[src/rtl/uart_rx_ctrl.sv]
// rtl/uart_rx_ctrl.sv - UART receive controller driven by a mid-bit baud sample pulse
module uart_rx_ctrl #(
    parameter int DATA_BITS  = 8,
    parameter int PARITY_EN  = 0,
    parameter int PARITY_ODD = 0
) (
    input  logic                 clk,
    input  logic                 rst_n,
    input  logic                 rx_in,
    input  logic                 clk_bps,
    output logic                 bps_start,
    output logic [DATA_BITS-1:0] rx_data,
    output logic                 rx_done,
    output logic                 frame_err,
    output logic                 parity_err,
    output logic                 rx_busy
);

    typedef enum logic [2:0] {
        S_IDLE,
        S_START,
        S_DATA,
        S_PARITY,
        S_STOP
    } state_t;

    localparam logic [3:0] LAST_BIT = 4'(DATA_BITS - 1);
    localparam logic       PAR_EN   = (PARITY_EN != 0);
    localparam logic       PAR_ODD  = (PARITY_ODD != 0);

    state_t                r_state;
    logic                  r_sync1;
    logic                  r_sync2;
    logic                  r_prev;
    logic [3:0]            r_bit_cnt;
    logic [DATA_BITS-1:0]  r_shift;
    logic                  r_par_bit;

    logic                  w_fall;
    logic                  w_par_bad;

    assign w_fall    = r_prev & ~r_sync2;
    assign w_par_bad = PAR_EN & (r_par_bit != ((^r_shift) ^ PAR_ODD));

    // Synchroniser and edge flops idle high so reset release never looks like a start edge
    always_ff @(posedge clk or negedge rst_n) begin
        if (!rst_n) begin
            r_sync1 <= 1'b1;
            r_sync2 <= 1'b1;
            r_prev  <= 1'b1;
        end else begin
            r_sync1 <= rx_in;
            r_sync2 <= r_sync1;
            r_prev  <= r_sync2;
        end
    end

    always_ff @(posedge clk or negedge rst_n) begin
        if (!rst_n) begin
            r_state    <= S_IDLE;
            r_bit_cnt  <= 4'd0;
            r_shift    <= '0;
            r_par_bit  <= 1'b0;
            bps_start  <= 1'b0;
            rx_data    <= '0;
            rx_done    <= 1'b0;
            frame_err  <= 1'b0;
            parity_err <= 1'b0;
            rx_busy    <= 1'b0;
        end else begin
            rx_done    <= 1'b0;
            frame_err  <= 1'b0;
            parity_err <= 1'b0;
            case (r_state)
                S_IDLE: begin
                    if (w_fall) begin
                        r_state   <= S_START;
                        bps_start <= 1'b1;
                        rx_busy   <= 1'b1;
                    end
                end
                S_START: begin
                    if (clk_bps) begin
                        if (!r_sync2) begin
                            r_state   <= S_DATA;
                            r_bit_cnt <= 4'd0;
                        end else begin
                            r_state   <= S_IDLE;
                            bps_start <= 1'b0;
                            rx_busy   <= 1'b0;
                        end
                    end
                end
                S_DATA: begin
                    if (clk_bps) begin
                        r_shift   <= {r_sync2, r_shift[DATA_BITS-1:1]};
                        r_bit_cnt <= r_bit_cnt + 4'd1;
                        if (r_bit_cnt == LAST_BIT)
                            r_state <= PAR_EN ? S_PARITY : S_STOP;
                    end
                end
                S_PARITY: begin
                    if (clk_bps) begin
                        r_par_bit <= r_sync2;
                        r_state   <= S_STOP;
                    end
                end
                S_STOP: begin
                    // Frame ends at mid stop bit so a back-to-back start edge is still caught
                    if (clk_bps) begin
                        r_state    <= S_IDLE;
                        bps_start  <= 1'b0;
                        rx_busy    <= 1'b0;
                        frame_err  <= ~r_sync2;
                        parity_err <= w_par_bad;
                        if (r_sync2 && !w_par_bad) begin
                            rx_data <= r_shift;
                            rx_done <= 1'b1;
                        end
                    end
                end
                default: begin
                    r_state   <= S_IDLE;
                    bps_start <= 1'b0;
                    rx_busy   <= 1'b0;
                end
            endcase
        end
    end

endmodule

[config.mk]
export PLATFORM = sky130hd
export DESIGN_NAME = uart_rx_ctrl
export DESIGN_NICKNAME = d
export VERILOG_FILES = /design/src/rtl/uart_rx_ctrl.sv
export SDC_FILE = /design/constraint.sdc
export NUM_CORES = 1
export LEC_CHECK = 0
export ABC_AREA = 1
export CORE_MARGIN = 5
export CORE_UTILIZATION = 40
export DETAILED_ROUTE_END_ITERATION = 8
export SYNTH_ARGS = -nofsm -noshare
export SYNTH_HDL_FRONTEND = slang
export SYNTH_SLANG_ARGS = --single-unit
[constraint.sdc]
create_clock -name clk -period 2.3 [get_ports clk]
set_input_delay 0.46 -clock clk [delete_from_list [all_inputs] [get_ports clk]]
set_output_delay 0.46 -clock clk [all_outputs]
set_load 0.03 [all_outputs]
; ---- Word-level counts from Yosys, hierarchy flattened
; Cells that the tools add are included.
[word_totals]
register_bits = 29
latchBits = 0
mem_bits_rw = 0
rom_bits = 0
inputBits = 4
out_inout_bits = 13
wordCells = 57
n_memories = 0
[classes]
addsub = 1
multipliers = 0
div_mod_pow = 0
n_lt_le_gt_ge = 0
eq_ne = 13
n_shift = 0
muxes = 22
bitwise = 3
reduce_logical = 8
[op_table]
columns = operator, n
row1 = 2-to-1 mux 3 bit, 6
row2 = "!= test 2 bit, second input constant", 8
row3 = one-hot mux 3 bit (5 select lines), 1
row4 = 2-to-1 mux 4 bit, 3
row5 = 2-to-1 mux 1 bit, 9
row6 = one-hot mux 4 bit (2 select lines), 1
row7 = "== test 3 x 2 -> 1 bit, second input constant", 2
row8 = AND reduction 6 bit, 1
row9 = AND reduction 5 bit, 1
row10 = "adder 4 x 1 -> 4 bit, second input constant", 1
row11 = "== test 4 x 3 -> 1 bit, second input constant", 1
row12 = one-hot mux 1 bit (4 select lines), 1
row13 = AND reduction 4 bit, 1
row14 = "== test 3 x 1 -> 1 bit, second input constant", 1
row15 = "== test 3 bit, second input constant", 1
row16 = logical NOT 3 bit, 1
row17 = AND reduction 3 bit, 1
row18 = 2-to-1 mux 2 bit, 1
row19 = NOT 1 bit, 2
row20 = AND reduction 2 bit, 1
row21 = nonzero test 2 bit, 1
row22 = OR reduction 2 bit, 1
row23 = bitwise AND 1 bit, 1

; ---- Depth between registers and ports, before layout
[logic_depth]
depth_word = 4
mapped_depth = 8
mapped_depth_nobuf = 8

; ---- Least setup slack after synthesis
; OpenSTA, ideal clock, no wires.
[synth_path]
path_type = reg2reg
startpoint = register r_state[2]
endpoint = register r_shift[7]
setup_ps = 120
arrival_time_ps = 1098
required_ps = 2180
slack_ps = 1082
stages_incl_launch_ff = 8
path_buffers = 1
synth_period_minus_slack_ps = 1218
path_cell_list = dfrtp_1 inv_2 nand2_4 nor2_4 nand2_4 buf_12 nand2_2 o21ai_2
[synth_via]
elab_chain_cells = 2
[synth_rtl]
columns = element, line_no
row1 = "start, declared", 31  ; state_t r_state;
row2 = "start signal, assigned", 99  ; r_state <= PAR_EN ? S_PARITY : S_STOP;
row3 = == test 3 x 2 -> 1 bit, 74  ; case (r_state)
row4 = AND reduction 2 bit (no source line), --
row5 = "end signal, assigned", 96  ; r_shift <= {r_sync2, r_shift[DATA_BITS-1:1]};
row6 = "end, declared", 36  ; logic [DATA_BITS-1:0] r_shift;
; Every way passes these cells.
; A chain may end at the register's enable or synchronous reset.

==> metrics.md <==
| Metric | Value |
|---|---|
| Initial antenna violation count | 0 |
| DRT Pass-1 Iters | 4 |
| H-tree depth | 2 |
| TritonCTS clock tree | built |
| CTS clk-pin slew, worst paths | 0.09 ns |
| Sw frac | 37.0% |
| Tot GR Track Use | 12.7% |
| TritonCTS Sinks | 29 |
| Starting Density | 42.4% |
| Leak | 0.752 nW |
| Worst Min Path Start | r_sync1 |
| Sw Pwr | 0.656 mW |
| Fraction of layout cells with a size suffix above 1 | 22.7% |
| Max incr delay on CP | 0.68 ns |
| Synth top area share | 49.5% |
| Final #Nets | 158 |
| Via count | 881 |
| Die Width | 67.3 µm |
| Most common flop cell mapped by yosys | dfrtp_1 |
| Post-Syn Instances | 134 |
| RSZ-0062 raised after global routing | false |
| CP Cell Sequence | clkdlybuf4s50_1 |
| Worst-Skew Late Latency | 0.32 ns |
| VDD IR-drop max | 0.406 mV |
| Mean routed wirelength per cell | 10.9 µm |
| Async SR Flop Fraction | 100% |
| Synth area leaders | dfrtp_1, nand2_1, dfstp_2, o21ai_2, inv_1 |
| Number of flops mapped to enable cells by yosys | 0 |
| Ports | 17 |
| Initial DRC count | 40 |
| # hold bufs at CTS | 0 |
| Buffers added on ports | 15 |
| Synth unique cells | 28 |
| Synthesized flop and latch total | 29 |
| Max cap viols | 0 |
| Drt via density | 4.45 |
| Largest net degree at the start of global routing | 30 |
| Post-Route Skew | 0.0102 ns |
| GRT Residual Overflow | 0 |
| Most common cell in the netlist | nand2_1 |
| CTS Root Cell | clkbuf_4 |
| First-pass GRT wire length | 4080 µm |
| Routed Antenna Nets | 0 |
| Synth cell count leaders | nand2_1, dfrtp_1, inv_1, o21ai_0, o21ai_2 |
| Most area-hungry cell type in the Yosys netlist | dfrtp_1 |
| Worst setup EP type | primary output |
| Netlist Area Pre-Place | 1320 µm² |
| Final setup fails | 0 |
| Outcome | complete, no violations |
| Syn Area/Cell | 9.81 µm² |
| Arr. time, crit path | 1.37 ns |
| Total wire length | 2160 µm |
| Area grow syn2layout | 19.6% |
| Gpl congestion | 0.863 |
| CP max-delay cell | clkdlybuf4s50_1 |
| Residual DRC count | 0 |
| Ant diodes | 0 |
| Die Ht | 67.3 µm |
| Fin crit share | 79.4% |
| Comb pwr share | 34.1% |
| Crit path launch type | flip-flop |
| Syn nets | 139 |
| Tmin final | 1.83 ns |
| Hpwl dp | 1550 µm |
| Die area | 4530 µm² |
| Post-CTS setup buffers | 0 |
| Max Fclk | 548 MHz |
| Worst path top cell family by delay | buffers and inverters |
| Resized cells post-CTS | 0 |
| Internal power | 1.12 mW |
| RR Startpoint | r_state[2] |
| Worst path bufs/invs | 1 |
| Ys Warns | 0 |
| Total CTS buffers | 5 |
| Min-Delay Path Class | reg2reg |
| Clock Tree Buf Depth | 2 |
| Core Footprint | 3100 µm² |
| Max-slew violations | 0 |
| Worst setup startpoint | rx_busy |
| Seq pwr share | 41.8% |
| CP Max Fanout | 3 |
| Crit Path Class | reg2out |
| Number of global-route vias before repair | 904 |
| Setup TNS | 0 ns |
| Clock share of power | 24.2% |
| Power Dens Cells | 1130 nW/µm² |
| Hold Slack | 0.361 ns |
| Num rows | 20 |
| Seq/Total Area, Yosys | 55.5% |
| Critical path required time | 1.84 ns |
| Final Hold Viols | 0 |
==> cell usage in the layout, fill, tap and decap left out, drive strengths merged, types with 2 or more instances in the layout <==
cell type      netlist  final
a21oi                3      3
clkbuf               0      7
clkdlybuf4s50        0     15
dfrtp               26     26
dfstp                3      3
inv                 17     17
nand2               39     39
nand3                9      9
nand4                2      2
nor2                 9      9
o21ai               17     17
==> cell families after synthesis <==
kind of cell,count (synthesis),synth area share [%]
AOI/OAI and AO/OA,20,10.2
buffers and inverters,21,8.09
other,1,0.285
and+or+nand+nor,61,24.4
DFF,29,55.5
xor gates and xnor gates,1,0.666
adders and majority gates,1,0.951
==> stage by stage <==
step | setup WS, ns | util, % | std cells | area (µm²) | power (mW)
3_3_place_gp | 0.513 | 47.9 | 190 | 1490 | 1.35
6_report | 0.474 | 50.7 | 198 | 1570 | 1.77
2_1_floorplan | 1.08 | - | 134 | 1320 | 1.21
3_5_place_dp | 0.446 | 47.9 | 190 | 1490 | 1.36
4_1_cts | 0.444 | 50.7 | 198 | 1570 | 1.80
5_1_grt | 0.387 | 50.7 | 198 | 1570 | 1.93
==> power by group through the flow <==
stage          registers [mW]  logic, mW  clock network [mW]
3_3_place_gp            0.745      0.603                   0
3_5_place_dp            0.752      0.612                   0
5_1_grt                 0.761      0.690               0.481
2_1_floorplan           0.790      0.422                   0
6_report                0.741      0.605               0.429
4_1_cts                 0.742      0.615               0.444
==> flip-flops by register name, summed over array words and instances (netlist names) <==
register	cells
rx_done	1
r_prev	1
r_sync1	1
r_shift	8
frame_err	1
r_bit_cnt	4
rx_data	8
r_sync2	1
rx_busy	1
r_state	3
==> per-layer routing <==
layer	wire (µm)	GRT usage, %	vias up
met5	0	0	-
met2	996	18.8	13
li1	-	-	458
met3	130	6.66	6
met1	985	14.5	404
met4	48	7.59	0
==> path summary, 6_finish.rpt <==
path | cells after the start | slack (ns) | to
worst max register to register | 8 | 0.88 | r_bit_cnt[3]
worst min-delay path | 0 | 0.36 | r_sync2
worst min register to register | 0 | 0.36 | r_sync2
worst max-delay path | 1 | 0.47 | bps_start
min in group asynchronous | 2 | 0.51 | rx_data[2]
max in group asynchronous | 2 | 1.49 | r_prev
==> layout make-up <==
class	count	area, µm²
fillers	306	1530
flip-flops and latches	29	729
clock buffers	7	55.1
inverters	17	66.3
repair buffers	16	158
well taps	44	55.1
clock inverters	1	30.0
multi-input cells	84	479
Power figures use the tool's default switching activity.
